===== src/rtl/ws_array_ctrl_if.sv =====
// rtl/ws_array_ctrl_if.sv - job, SRAM and array control bundle for the weight-stationary sequencer
interface ws_array_ctrl_if #(
    parameter int ROWS = 4,
    parameter int COLS = 4,
    parameter int AW   = 8,
    parameter int CW   = 9
);
    logic            start_i;
    logic [CW-1:0]   m_len_i;
    logic            busy_o;
    logic            done_o;
    logic            w_rd_en_o;
    logic [AW-1:0]   w_rd_addr_o;
    logic            load_en_o;
    logic [AW-1:0]   w_row_o;
    logic            x_rd_en_o;
    logic [AW-1:0]   x_rd_addr_o;
    logic            acc_en_o;
    logic [ROWS-1:0] row_vld_o;
    logic [COLS-1:0] col_vld_o;

    // Sequencer side: takes the job request, drives SRAM reads and array strobes.
    modport slave (
        input  start_i, m_len_i,
        output busy_o, done_o, w_rd_en_o, w_rd_addr_o, load_en_o, w_row_o,
               x_rd_en_o, x_rd_addr_o, acc_en_o, row_vld_o, col_vld_o
    );

    // Job-issue side.
    modport master (
        output start_i, m_len_i,
        input  busy_o, done_o, w_rd_en_o, w_rd_addr_o, load_en_o, w_row_o,
               x_rd_en_o, x_rd_addr_o, acc_en_o, row_vld_o, col_vld_o
    );
endinterface


===== src/rtl/ws_array_ctrl.sv =====
// rtl/ws_array_ctrl.sv - weight preload / input stream / drain sequencer for the pe_ws array
module ws_array_ctrl #(
    parameter int ROWS  = 4,
    parameter int COLS  = 4,
    parameter int M_MAX = 256,
    parameter int AW    = 8,
    parameter int CW    = 9
) (
    input  logic          clk,
    input  logic          rstn,
    ws_array_ctrl_if.slave bus
);
    typedef enum logic [2:0] {
        S_IDLE,
        S_LOAD_W,
        S_STREAM,
        S_DRAIN,
        S_DONE
    } state_t;

    localparam int            DW     = $clog2(ROWS + COLS + 1);
    localparam logic [AW-1:0] W_LAST = AW'(ROWS - 1);
    localparam logic [DW-1:0] D_LAST = DW'(ROWS + COLS - 1);
    localparam logic [CW-1:0] M_SAT  = CW'(M_MAX);

    state_t          state_q;
    logic [CW-1:0]   m_q;
    logic [AW-1:0]   w_addr_q;
    logic [AW-1:0]   x_addr_q;
    logic [DW-1:0]   drain_cnt_q;
    logic            w_rd_en_q;
    logic            x_rd_en_q;
    logic            acc_en_q;
    logic            busy_q;
    logic            done_q;
    logic            load_en_q;
    logic [AW-1:0]   w_row_q;
    logic [ROWS-1:0] row_vld_q;
    logic [COLS-1:0] col_sr_q;

    logic [CW-1:0]   m_sat_d;
    logic            x_last_d;

    // Clamp the requested vector count and spot the final activation address.
    always_comb begin
        m_sat_d  = (bus.m_len_i > M_SAT) ? M_SAT : bus.m_len_i;
        x_last_d = (CW'(x_addr_q) == (m_q - CW'(1)));
    end

    // Job sequencer: all strobes and addresses are registered alongside the state.
    always_ff @(posedge clk or negedge rstn) begin
        if (!rstn) begin
            state_q     <= S_IDLE;
            m_q         <= '0;
            w_addr_q    <= '0;
            x_addr_q    <= '0;
            drain_cnt_q <= '0;
            w_rd_en_q   <= 1'b0;
            x_rd_en_q   <= 1'b0;
            acc_en_q    <= 1'b0;
            busy_q      <= 1'b0;
            done_q      <= 1'b0;
        end else begin
            case (state_q)
                S_IDLE: begin
                    if (bus.start_i) begin
                        m_q    <= m_sat_d;
                        busy_q <= 1'b1;
                        if (m_sat_d != '0) begin
                            state_q   <= S_LOAD_W;
                            w_rd_en_q <= 1'b1;
                            w_addr_q  <= '0;
                        end else begin
                            // Empty job: skip straight to completion without touching SRAMs.
                            state_q <= S_DONE;
                            done_q  <= 1'b1;
                        end
                    end
                end
                S_LOAD_W: begin
                    if (w_addr_q == W_LAST) begin
                        state_q   <= S_STREAM;
                        w_rd_en_q <= 1'b0;
                        x_rd_en_q <= 1'b1;
                        x_addr_q  <= '0;
                        acc_en_q  <= 1'b1;
                    end else begin
                        w_addr_q <= w_addr_q + AW'(1);
                    end
                end
                S_STREAM: begin
                    if (x_last_d) begin
                        state_q     <= S_DRAIN;
                        x_rd_en_q   <= 1'b0;
                        drain_cnt_q <= '0;
                    end else begin
                        x_addr_q <= x_addr_q + AW'(1);
                    end
                end
                S_DRAIN: begin
                    // Fixed window covering the row and column skew of the last vector.
                    if (drain_cnt_q == D_LAST) begin
                        state_q  <= S_DONE;
                        acc_en_q <= 1'b0;
                        done_q   <= 1'b1;
                    end else begin
                        drain_cnt_q <= drain_cnt_q + DW'(1);
                    end
                end
                S_DONE: begin
                    state_q <= S_IDLE;
                    done_q  <= 1'b0;
                    busy_q  <= 1'b0;
                end
                default: begin
                    state_q <= S_IDLE;
                end
            endcase
        end
    end

    // Free-running skew pipes: weight-load delay, per-row input skew, per-column output skew.
    always_ff @(posedge clk or negedge rstn) begin
        if (!rstn) begin
            load_en_q <= 1'b0;
            w_row_q   <= '0;
            row_vld_q <= '0;
            col_sr_q  <= '0;
        end else begin
            load_en_q <= w_rd_en_q;
            w_row_q   <= w_addr_q;
            row_vld_q <= {row_vld_q[ROWS-2:0], x_rd_en_q};
            col_sr_q  <= {col_sr_q[COLS-2:0], row_vld_q[ROWS-1]};
        end
    end

    assign bus.busy_o      = busy_q;
    assign bus.done_o      = done_q;
    assign bus.w_rd_en_o   = w_rd_en_q;
    assign bus.w_rd_addr_o = w_addr_q;
    assign bus.load_en_o   = load_en_q;
    assign bus.w_row_o     = w_row_q;
    assign bus.x_rd_en_o   = x_rd_en_q;
    assign bus.x_rd_addr_o = x_addr_q;
    assign bus.acc_en_o    = acc_en_q;
    assign bus.row_vld_o   = row_vld_q;
    assign bus.col_vld_o   = col_sr_q;
endmodule


===== src/flat_wrapper.sv =====
// flat-port wrapper written by rule: the top's interface ports become plain ports
module ws_array_ctrl_flat 
#(
    parameter int ROWS  = 4,
    parameter int COLS  = 4,
    parameter int M_MAX = 256,
    parameter int AW    = 8,
    parameter int CW    = 9
)
  (clk, rstn, bus_start_i, bus_m_len_i, bus_busy_o, bus_done_o, bus_w_rd_en_o, bus_w_rd_addr_o, bus_load_en_o, bus_w_row_o, bus_x_rd_en_o, bus_x_rd_addr_o, bus_acc_en_o, bus_row_vld_o, bus_col_vld_o);
  ws_array_ctrl_if #(.ROWS(ROWS), .COLS(COLS), .AW(AW), .CW(CW)) bus_i ();
  input  logic clk;
  input  logic rstn;
  input wire logic [$bits(bus_i.start_i)-1:0] bus_start_i;
  input wire logic [$bits(bus_i.m_len_i)-1:0] bus_m_len_i;
  output wire logic [$bits(bus_i.busy_o)-1:0] bus_busy_o;
  output wire logic [$bits(bus_i.done_o)-1:0] bus_done_o;
  output wire logic [$bits(bus_i.w_rd_en_o)-1:0] bus_w_rd_en_o;
  output wire logic [$bits(bus_i.w_rd_addr_o)-1:0] bus_w_rd_addr_o;
  output wire logic [$bits(bus_i.load_en_o)-1:0] bus_load_en_o;
  output wire logic [$bits(bus_i.w_row_o)-1:0] bus_w_row_o;
  output wire logic [$bits(bus_i.x_rd_en_o)-1:0] bus_x_rd_en_o;
  output wire logic [$bits(bus_i.x_rd_addr_o)-1:0] bus_x_rd_addr_o;
  output wire logic [$bits(bus_i.acc_en_o)-1:0] bus_acc_en_o;
  output wire logic [$bits(bus_i.row_vld_o)-1:0] bus_row_vld_o;
  output wire logic [$bits(bus_i.col_vld_o)-1:0] bus_col_vld_o;
  assign bus_i.start_i = bus_start_i;
  assign bus_i.m_len_i = bus_m_len_i;
  assign bus_busy_o = bus_i.busy_o;
  assign bus_done_o = bus_i.done_o;
  assign bus_w_rd_en_o = bus_i.w_rd_en_o;
  assign bus_w_rd_addr_o = bus_i.w_rd_addr_o;
  assign bus_load_en_o = bus_i.load_en_o;
  assign bus_w_row_o = bus_i.w_row_o;
  assign bus_x_rd_en_o = bus_i.x_rd_en_o;
  assign bus_x_rd_addr_o = bus_i.x_rd_addr_o;
  assign bus_acc_en_o = bus_i.acc_en_o;
  assign bus_row_vld_o = bus_i.row_vld_o;
  assign bus_col_vld_o = bus_i.col_vld_o;
  ws_array_ctrl #(.ROWS(ROWS), .COLS(COLS), .M_MAX(M_MAX), .AW(AW), .CW(CW)) u_core (.clk(clk), .rstn(rstn), .bus(bus_i));
endmodule

===== config.mk =====
export PLATFORM = sky130hd
export DESIGN_NAME = ws_array_ctrl_flat
export DESIGN_NICKNAME = d
export VERILOG_FILES = /design/src/rtl/ws_array_ctrl_if.sv /design/src/rtl/ws_array_ctrl.sv /design/src/flat_wrapper.sv
export SDC_FILE = /design/constraint.sdc
export NUM_CORES = 1
export LEC_CHECK = 0
export ABC_AREA = 1
export ABC_CLOCK_PERIOD_IN_PS = 2100
export CAP_MARGIN = 20
export CELL_PAD_IN_SITES_DETAIL_PLACEMENT = 1
export CELL_PAD_IN_SITES_GLOBAL_PLACEMENT = 1
export CORE_UTILIZATION = 39
export DETAILED_ROUTE_END_ITERATION = 16
export PLACE_DENSITY = 0.86
export SETUP_SLACK_MARGIN = 0.02
export SYNTH_ARGS = -nofsm -noshare
export SYNTH_HDL_FRONTEND = slang
export SYNTH_SLANG_ARGS = --single-unit

===== constraint.sdc =====
create_clock -name clk -period 2.1 [get_ports clk]
set_input_delay 0.42 -clock clk [delete_from_list [all_inputs] [get_ports clk]]
set_output_delay 0.42 -clock clk [all_outputs]
set_load 0.01 [all_outputs]

---- Word-level counts from Yosys, hierarchy flattened ----
Cells that the tools add are included.
word-level totals
  word-level logic and storage cells ...... 85
  output and inout bits ................... 38
  input port bits ......................... 12
  register bits after elaboration ......... 54
operators by class
  $add $sub $neg .......................... 4
  magnitude comparators ................... 1
  mux-type cells .......................... 32
  reductions and logical operators ........ 18
  equality and inequality tests ........... 16
operators with widths
  kind                                                                    number
  8-bit two-way mux                                                       5
  8-bit case mux with 2 select lines                                      2
  8-bit by 1-bit adder with 8-bit output (second input constant)          2
  4-bit AND reduction                                                     4
  3-bit two-way mux                                                       5
  3-bit case mux with 4 select lines                                      1
  3-bit AND reduction                                                     4
  1-bit two-way mux                                                       10
  2-bit != test (second input constant)                                   5
  2-bit nonzero test                                                      5
  8-bit by 9-bit equality test with 1-bit output                          1
  9-bit > comparator (second input constant)                              1
  9-bit two-way mux                                                       1
  9-bit nonzero test                                                      1
  9-bit by 1-bit subtractor with 9-bit output (second input constant)     1
  8-bit by 2-bit equality test with 1-bit output (second input constant)  1
  4-bit two-way mux                                                       2
  2-bit by 1-bit != test with 1-bit output (second input constant)        4
  1-bit case mux with 2 select lines                                      4
  4-bit case mux with 2 select lines                                      1
  3-bit by 2-bit equality test with 1-bit output (second input constant)  2
  4-bit by 1-bit adder with 4-bit output (second input constant)          1
  4-bit by 3-bit equality test with 1-bit output (second input constant)  1
  2-bit AND reduction                                                     2
  other kinds (5)                                                         5

---- Longest topological paths before layout ----
  word-level depth ........................ 6
  gate-level depth with buffers ........... 15

---- Least setup slack after synthesis ----
No wires, ideal clock.
  path kind ............................... reg-to-reg
  start point ............................. reg u_core.m_q[0]
  end point ............................... reg u_core.drain_cnt_q[0]
  setup time .............................. 123 ps
  cell stages (with the launch flop) ...... 16
  path slack .............................. 399 ps
  arrival time ............................ 1,578 ps
  cells stage by stage .................... dfrtp_1 > inv_2 > ha_1 > inv_1 > nand2_1 > nand2_1 > nand2_1 > nand2_1 > nor2_2 > nand2_1 > nor2_4 > nand2_1 > nand2_1 > nand2_1 > nand2_1 > o21ai_1
between the ends
  cells in the longest elaborated chain, start to end .. 4
RTL lines
  item                                                       line                  text
  start: declaration                                         ws_array_ctrl.sv:27   logic [CW-1:0] m_q;
  start signal: assignment                                   ws_array_ctrl.sv:67   m_q <= m_sat_d;
  9-bit by 1-bit subtractor with 9-bit output                ws_array_ctrl.sv:47   x_last_d = (CW'(x_addr_q) == (m_q - CW'(1)));
  8-bit by 9-bit equality test with 1-bit output             ws_array_ctrl.sv:47
  2-bit by 1-bit != test with 1-bit output (no source line)  n/a
  3-bit AND reduction (no source line)                       n/a
  end signal: assignment                                     ws_array_ctrl.sv:107  drain_cnt_q <= drain_cnt_q + DW'(1);
  end: declaration                                           ws_array_ctrl.sv:30   logic [DW-1:0] drain_cnt_q;
Every way passes these cells.
A chain may end at the register's enable or synchronous reset.

---- Final worst setup path ----
  start point ............................. reg u_core.m_q[0]
  end point ............................... reg u_core.state_q[0]
between the ends
  cells in the longest elaborated chain, start to end .. 4
RTL lines
  item                                                       line                 text
  9-bit by 1-bit subtractor with 9-bit output                ws_array_ctrl.sv:47
  8-bit by 9-bit equality test with 1-bit output             ws_array_ctrl.sv:47
  2-bit by 1-bit != test with 1-bit output (no source line)  n/a
  4-bit AND reduction (no source line)                       n/a
  end signal: assignment                                     ws_array_ctrl.sv:53  state_q <= S_IDLE;
  end signal: assignment                                     ws_array_ctrl.sv:70  state_q <= S_LOAD_W;
  end signal: assignment                                     ws_array_ctrl.sv:75  state_q <= S_DONE;
  end: declaration                                           ws_array_ctrl.sv:26  state_t state_q;
Every way passes these cells.

==> summary.txt <==
CTS
  • Worst-Skew Late Latency: 0.31 ns
  • Clk slew on worst S/H paths: around 0.11 ns
  • CTS Buffer Depth: 2
  • Total CTS buffers: 5
  • Clk sink count: 54
  • Root buffer cell: clkbuf_8
  • CTS H-tree depth: 2
  • CTS tree: done

STA
  • Period utilization: 91.1%
  • RSZ-0062 raised after global routing: no
  • Max-slew headroom: 51.3%
  • FMAX: 523 MHz
  • Clock skew: 0.00644 ns
  • Final hold vios: 0
  • Final setup TNS: 0 ns
  • Tmin final: approximately 1.9 ns
  • Final Max Tran Viols: 0
  • Final setup fails: 0
  • Worst slew pin tran: 0.730 ns
  • Setup ws final: roughly 0.19 ns

Global routing
  • Total gr overflow: 0
  • Vias in the first global route: 2634
  • Met3 Use GR: around 3.7%
  • GRT met1 Usage: 26.1%
  • GRT Resource Usage Total: 22.0%
  • Grt peak-use layer: met2
  • Grt met2 use: 40.5%
  • Largest net degree at the start of global routing: 33
  • Initial antenna violation count: 0
  • First-pass GRT wire length: 12.6 mm

Pwr
  • Max VDD drop: roughly 0.00057 V
  • Sw Share: 43.1%
  • Gate power share: between 40 and 50%
  • Part of the power in registers: 35.5%
  • Internal power: 2500 µW
  • Sw Pwr: between 1500 and 2000 µW
  • Leakage power figure: 0.00165 µW
  • PwrDens: 1260 nW/µm²
  • Total power after layout: around 4400 µW
  • Power share of the clock group: 16.8%

Placed design
  • RD Place Congestion: 0.821
  • Placement Cell Area: 3360 µm²
  • Post-DP HPWL: 5.64 mm
  • Pre-CTS setup slack: 0.0930 ns
  • Port bufs: 49

Hold path
  • HP Class: in2async

Setup path
  • Reg2reg start: u_core.m_q[0]$_DFFE_PN0P_
  • Setup crit start: u_core.m_q[0]$_DFFE_PN0P_
  • Critical Path RT: 2.31 ns
  • CP max stage delay: 0.41 ns
  • CP Class: reg2reg
  • Slowest CP cell: dfrtp_1
  • Cell repeated most along the worst path: nand2_1
  • Setup slack, reg-to-reg: 0.19 ns
  • CP endpoint kind: flop
  • FF-to-FF path depth: 15
  • FF-to-FF End: u_core.state_q[0]$_DFFE_PN0P_
  • CP startpoint kind: flop
  • Worst setup path endpoint: u_core.state_q[0]$_DFFE_PN0P_
  • Critical path fanouts, max: 7
  • Worst EP arrival: 2.12 ns
  • Worst path cell trace: inv_2, ha_4, inv_1, nand2_1, nand2_1, nand2_1, nand2_1, nor2_2, nand2_1, nor2_4, nand2_1, nand2_2, nand3_1, nand2_1, nand2_1

Die
  • I/O Pins: 50
  • Core area: approximately 6800 µm²
  • Rows: 30
  • Die Y-Extent: 85.8 µm
  • Die ar.: around 7400 µm²
  • Die width: about 86 µm
  • Initial Util: 40.3%

Layout
  • Area delta synth->final: 27.5%
  • Commonest non-fill, non-tap cells in the layout: nand2_1, dfrtp_1, clkdlybuf4s50_1
  • Cell area after layout: 3490 µm²
  • Final net count: 401
  • Antenna cells: 0
  • Most common cell after layout, fill and taps aside: nand2_1
  • Layout cell share with drive strength beyond 1: 12.4%

Routing
  • Vias/cell: 5.02
  • DRC: 0
  • Post-route ant nets: 0
  • Drt total wl: about 7.4 mm
  • Routed length per placed instance: ~15 µm
  • Via count: 2422
  • Pre-Repair DR Iteration Count: 4
  • Drt initial violations: 103

Run status
  • Outcome: completed

Yosys
  • Largest family of logic cells by synthesized area: simple AND/OR/NAND/NOR gates
  • Number of synthesized register bits: 54
  • Compound-Gate Fraction of Synth Area: roughly 8.4%
  • Synth Area in Adders: 1.83%
  • Simple-gate portion of the synthesized area: 29.3%
  • Register area share after synthesis: 49.4%
  • Post-synthesis mux area share: 0%
  • Synth Instances: roughly 330
  • Yosys warning count: 0
  • Synth Area in XOR/XNOR: between 3 and 4%
  • Yosys cell types: 33
  • Synthesized Nets: 344
  • Synthesized area: approximately 2700 µm²
  • Syn avg cell area: between 8 and 9 µm²

Run
  • Max-cap viol count: 0
-- power groups by stage --
stage	Sequential, µW	Clock (µW)	Combinational [µW]
after floorplan	1600	0	1270
after global placement	1560	0	1940
after detailed placement	1580	0	2040
after CTS	1560	756	2080
after global routing	1600	794	2310
final	1560	738	2100
-- Yosys cell counts --
cell type	instances	share of area (%)
o22ai_1	11	2.5
o21ai_1	6	1.1
a21o_1	1	0.27
clkinv_1	1	0.14
inv_1	43	5.9
nand2_1	73	10
or2_2	1	0.23
nor3_2	1	0.37
nand2_2	8	1.8
nor2_1	21	2.9
nor3_1	7	1.3
nor2_4	3	1.2
nand3_2	1	0.37
xnor2_1	3	0.96
o21ai_2	4	1.3
buf_8	1	0.55
or2_1	1	0.23
buf_2	1	0.18
nor3b_1	1	0.27
o21ai_0	10	1.8
dfrtp_1	54	49
a31oi_1	1	0.23
xor2_1	7	2.2
and3_1	1	0.23
nand2_4	1	0.41
nand3_1	31	5.7
a21boi_0	1	0.27
ha_1	4	1.8
nand3_4	1	0.64
nand4_1	10	2.3
a21oi_1	5	0.91
inv_2	8	1.1
nor2_2	6	1.4
-- registers in the layout (all words and copies together) (netlist names) --
register / flops
u_core.bus.acc_en_o: 1
u_core.bus.busy_o: 1
u_core.bus.col_vld_o: 4
u_core.bus.done_o: 1
u_core.bus.load_en_o: 1
u_core.bus.row_vld_o: 4
u_core.bus.w_rd_addr_o: 8
u_core.bus.w_rd_en_o: 1
u_core.bus.w_row_o: 8
u_core.bus.x_rd_addr_o: 8
u_core.bus.x_rd_en_o: 1
u_core.drain_cnt_q: 4
u_core.m_q: 9
u_core.state_q: 3
-- logic make-up (layout without fill, tap and decap cells) --
family / Yosys count / in the layout
AO/OA/AOI/OAI: 39 / 39
XOR/XNOR: 10 / 10
adder cells (fa/ha/maj): 4 / 4
buffers and inverters: 54 / 112
flip-flops: 54 / 54
AND/OR/NAND/NOR: 167 / 167
-- worst min-delay path by stage --
stage / cells past startpoint / from / endpoint / slack (ns)
6_report: 1 / rstn / u_core.bus.col_vld_o[2]$_DFF_PN0_ / 0.15
5_1_grt: 1 / rstn / u_core.bus.col_vld_o[2]$_DFF_PN0_ / 0.21
4_1_cts: 1 / rstn / u_core.bus.col_vld_o[2]$_DFF_PN0_ / 0.17
3_5_place_dp: 0 / u_core.bus.row_vld_o[3]$_DFF_PN0_ / u_core.bus.col_vld_o[0]$_DFF_PN0_ / 0.37
3_3_place_gp: 0 / u_core.bus.row_vld_o[0]$_DFF_PN0_ / u_core.bus.row_vld_o[1]$_DFF_PN0_ / 0.36
2_1_floorplan: 0 / rstn / u_core.bus.acc_en_o$_DFFE_PN0P_ / 0.12
-- worst max-delay path, delay by kind of cell, from the launching register on --
family	cells	cell delay [ns]
adder cells (fa/ha/maj)	1	0.18
buffers and inverters	2	0.18
flip-flops	1	0.41
AND/OR/NAND/NOR	12	1.04
-- what timing repair did --
item,CTS,global route
endpoints found under the setup margin,0,6
hold buffers,0,0
gates resized for setup,0,3
setup buffers,0,0
-- layer usage --
layer / wire (µm) / part of all wire [%]
met1: 3160 / 42
met2: 3980 / 54
met3: 150 / 2.0
met4: 142 / 1.9
met5: 0 / 0
-- through the flow --
stage               hold slack [ns]  util (%)  std cells
floorplan                     0.124         -        328
global placement              0.360      49.4        474
detailed placement            0.369      49.4        474
CTS                           0.175      51.1        482
global route                  0.210      51.3        482
finish                        0.154      51.3        482
-- cell type report --
class | instances | area (µm²)
Fill cell | 825 | 3310
Sequential cell | 54 | 1350
Multi-Input combinational cell | 220 | 1180
Inverter | 52 | 195
Clock buffer | 5 | 68.8
Clock inverter | 3 | 47.5
Tap cell | 96 | 120
Timing Repair Buffer | 52 | 520
Note: power is estimated with default switching activity, not from simulation.
==> edit: new RTL, same settings <==
Reset style: synchronous (`rstn`), changed in 2 clocked blocks.
--- a/src/rtl/ws_array_ctrl.sv
+++ b/src/rtl/ws_array_ctrl.sv
@@ -50,3 +50,3 @@
     // Job sequencer: all strobes and addresses are registered alongside the state.
-    always_ff @(posedge clk or negedge rstn) begin
+    always_ff @(posedge clk) begin
         if (!rstn) begin
@@ -122,3 +122,3 @@
     // Free-running skew pipes: weight-load delay, per-row input skew, per-column output skew.
-    always_ff @(posedge clk or negedge rstn) begin
+    always_ff @(posedge clk) begin
         if (!rstn) begin
Behaviour: differs if rstn is asserted again (counterexample within 4 cycles, from zero or initial values and one cycle with rstn low); with rstn held inactive, the same outputs for 10 cycles.
==> edit against the original RTL <==
Clock power fell by 14%. Setup slack got worse by 0.052 ns. Routed wire length rose by 5.9%. Final area rose by 1.5%. Fmax fell by 2.6%. Die area rose by 1.8%. Power fell by 25%. Area after synthesis rose by 1.8%. Critical path depth fell by 4. Sequential cell count did not move. Critical endpoint is now u_core.state_q[0].
==> edit: results (changes against the original RTL) <==
routed wl met3=242 µm (+61%); combinational power share=42.8% (-4.9 points); total combinational power=1.42 mW (-32%); first-pass GRT wire length=12.9 mm (+2.3%); seq pwr=1.25 mW (-20%); via count=2761 (+14%); dpl hpwl=5.84 mm (+3.7%); worst reg2reg path startpoint=u_core.m_q[0]; DR iter-0 viols=124 (+20%); syn avg cell area=7.20 µm² (-14%); RePlAce Congestion=0.836 (+1.8%); ys flop type=dfxtp_1; # nets final=460 (+15%); Tightest Pin Transition=0.377 ns (-0.353 ns); most frequent cells after synthesis=nand2_1 (84), dfxtp_1 (54), inv_1 (46); Netlist cell types=37 (+12%); DRT met1 WL=3.46 mm (+9.6%); WL met2=4.04 mm (+1.3%); worst hold path class=register to register; Util after Layout=51.8% (+0.51 points); WP data arrival=2.22 ns (+0.10 ns); GR Util met2=40.0% (-0.54 points); skew final=0.00747 ns (+0.00103 ns); crit-path max FO=5 (-2); worst vdd ir=0.381 mV (-34%); final wirelength=7.87 mm (+5.9%); fill count=875 (+6.1%); layout cells sized above 1=16.2% (+3.7 points); largest cells by area after synthesis=dfxtp_1 (39%), nand2_1 (11%), inv_1 (6.2%); final hold slack=0.450 ns (+0.297 ns); met1 usage=27.1% (+1.0 points); internal power=1.90 mW (-24%); Finished Layout Cells=541 (+12%); outcome=finished, final reports clean; Critical Path End=u_core.state_q[0]; reg2reg path depth=11 (-4); placed cell count=531 (+12%); Placement Setup Slack=0.0287 ns (-0.0643 ns)
[edit: logic make-up after synthesis]
logic type,after synthesis,synth area share (%)
AND/OR/NAND/NOR,194,33.0
AO/OA/AOI/OAI,54,12.9
XOR/XNOR,12,3.77
flip-flops,54,38.8
buffers and inverters,69,9.79
adder cells (fa/ha/maj),4,1.80
[edit: repair_timing]
| action | CTS | global route |
|---|---|---|
| gates resized for setup | 0 | 3 |
| buffers inserted | 0 | 2 |
| setup endpoints to repair | 0 | 11 |
[edit: layout make-up]
cell class	count	area share, %
Inverter	59	6.32
Tap cell	96	3.39
Timing Repair Buffer	60	16.2
Multi-Input combinational cell	264	40.8
Clock inverter	3	0.812
Sequential cell	54	30.5
Clock buffer	5	1.94
[edit: critical path, cell delays in order (launching register included)]
cell	delay, ns
dfxtp_1	0.38
inv_2	0.06
ha_2	0.33
xor2_1	0.15
nand2_1	0.06
nor2_1	0.10
nand2_1	0.08
nor2_2	0.16
nand3_1	0.23
nand2_1	0.13
nand4_1	0.08
a21oi_1	0.13
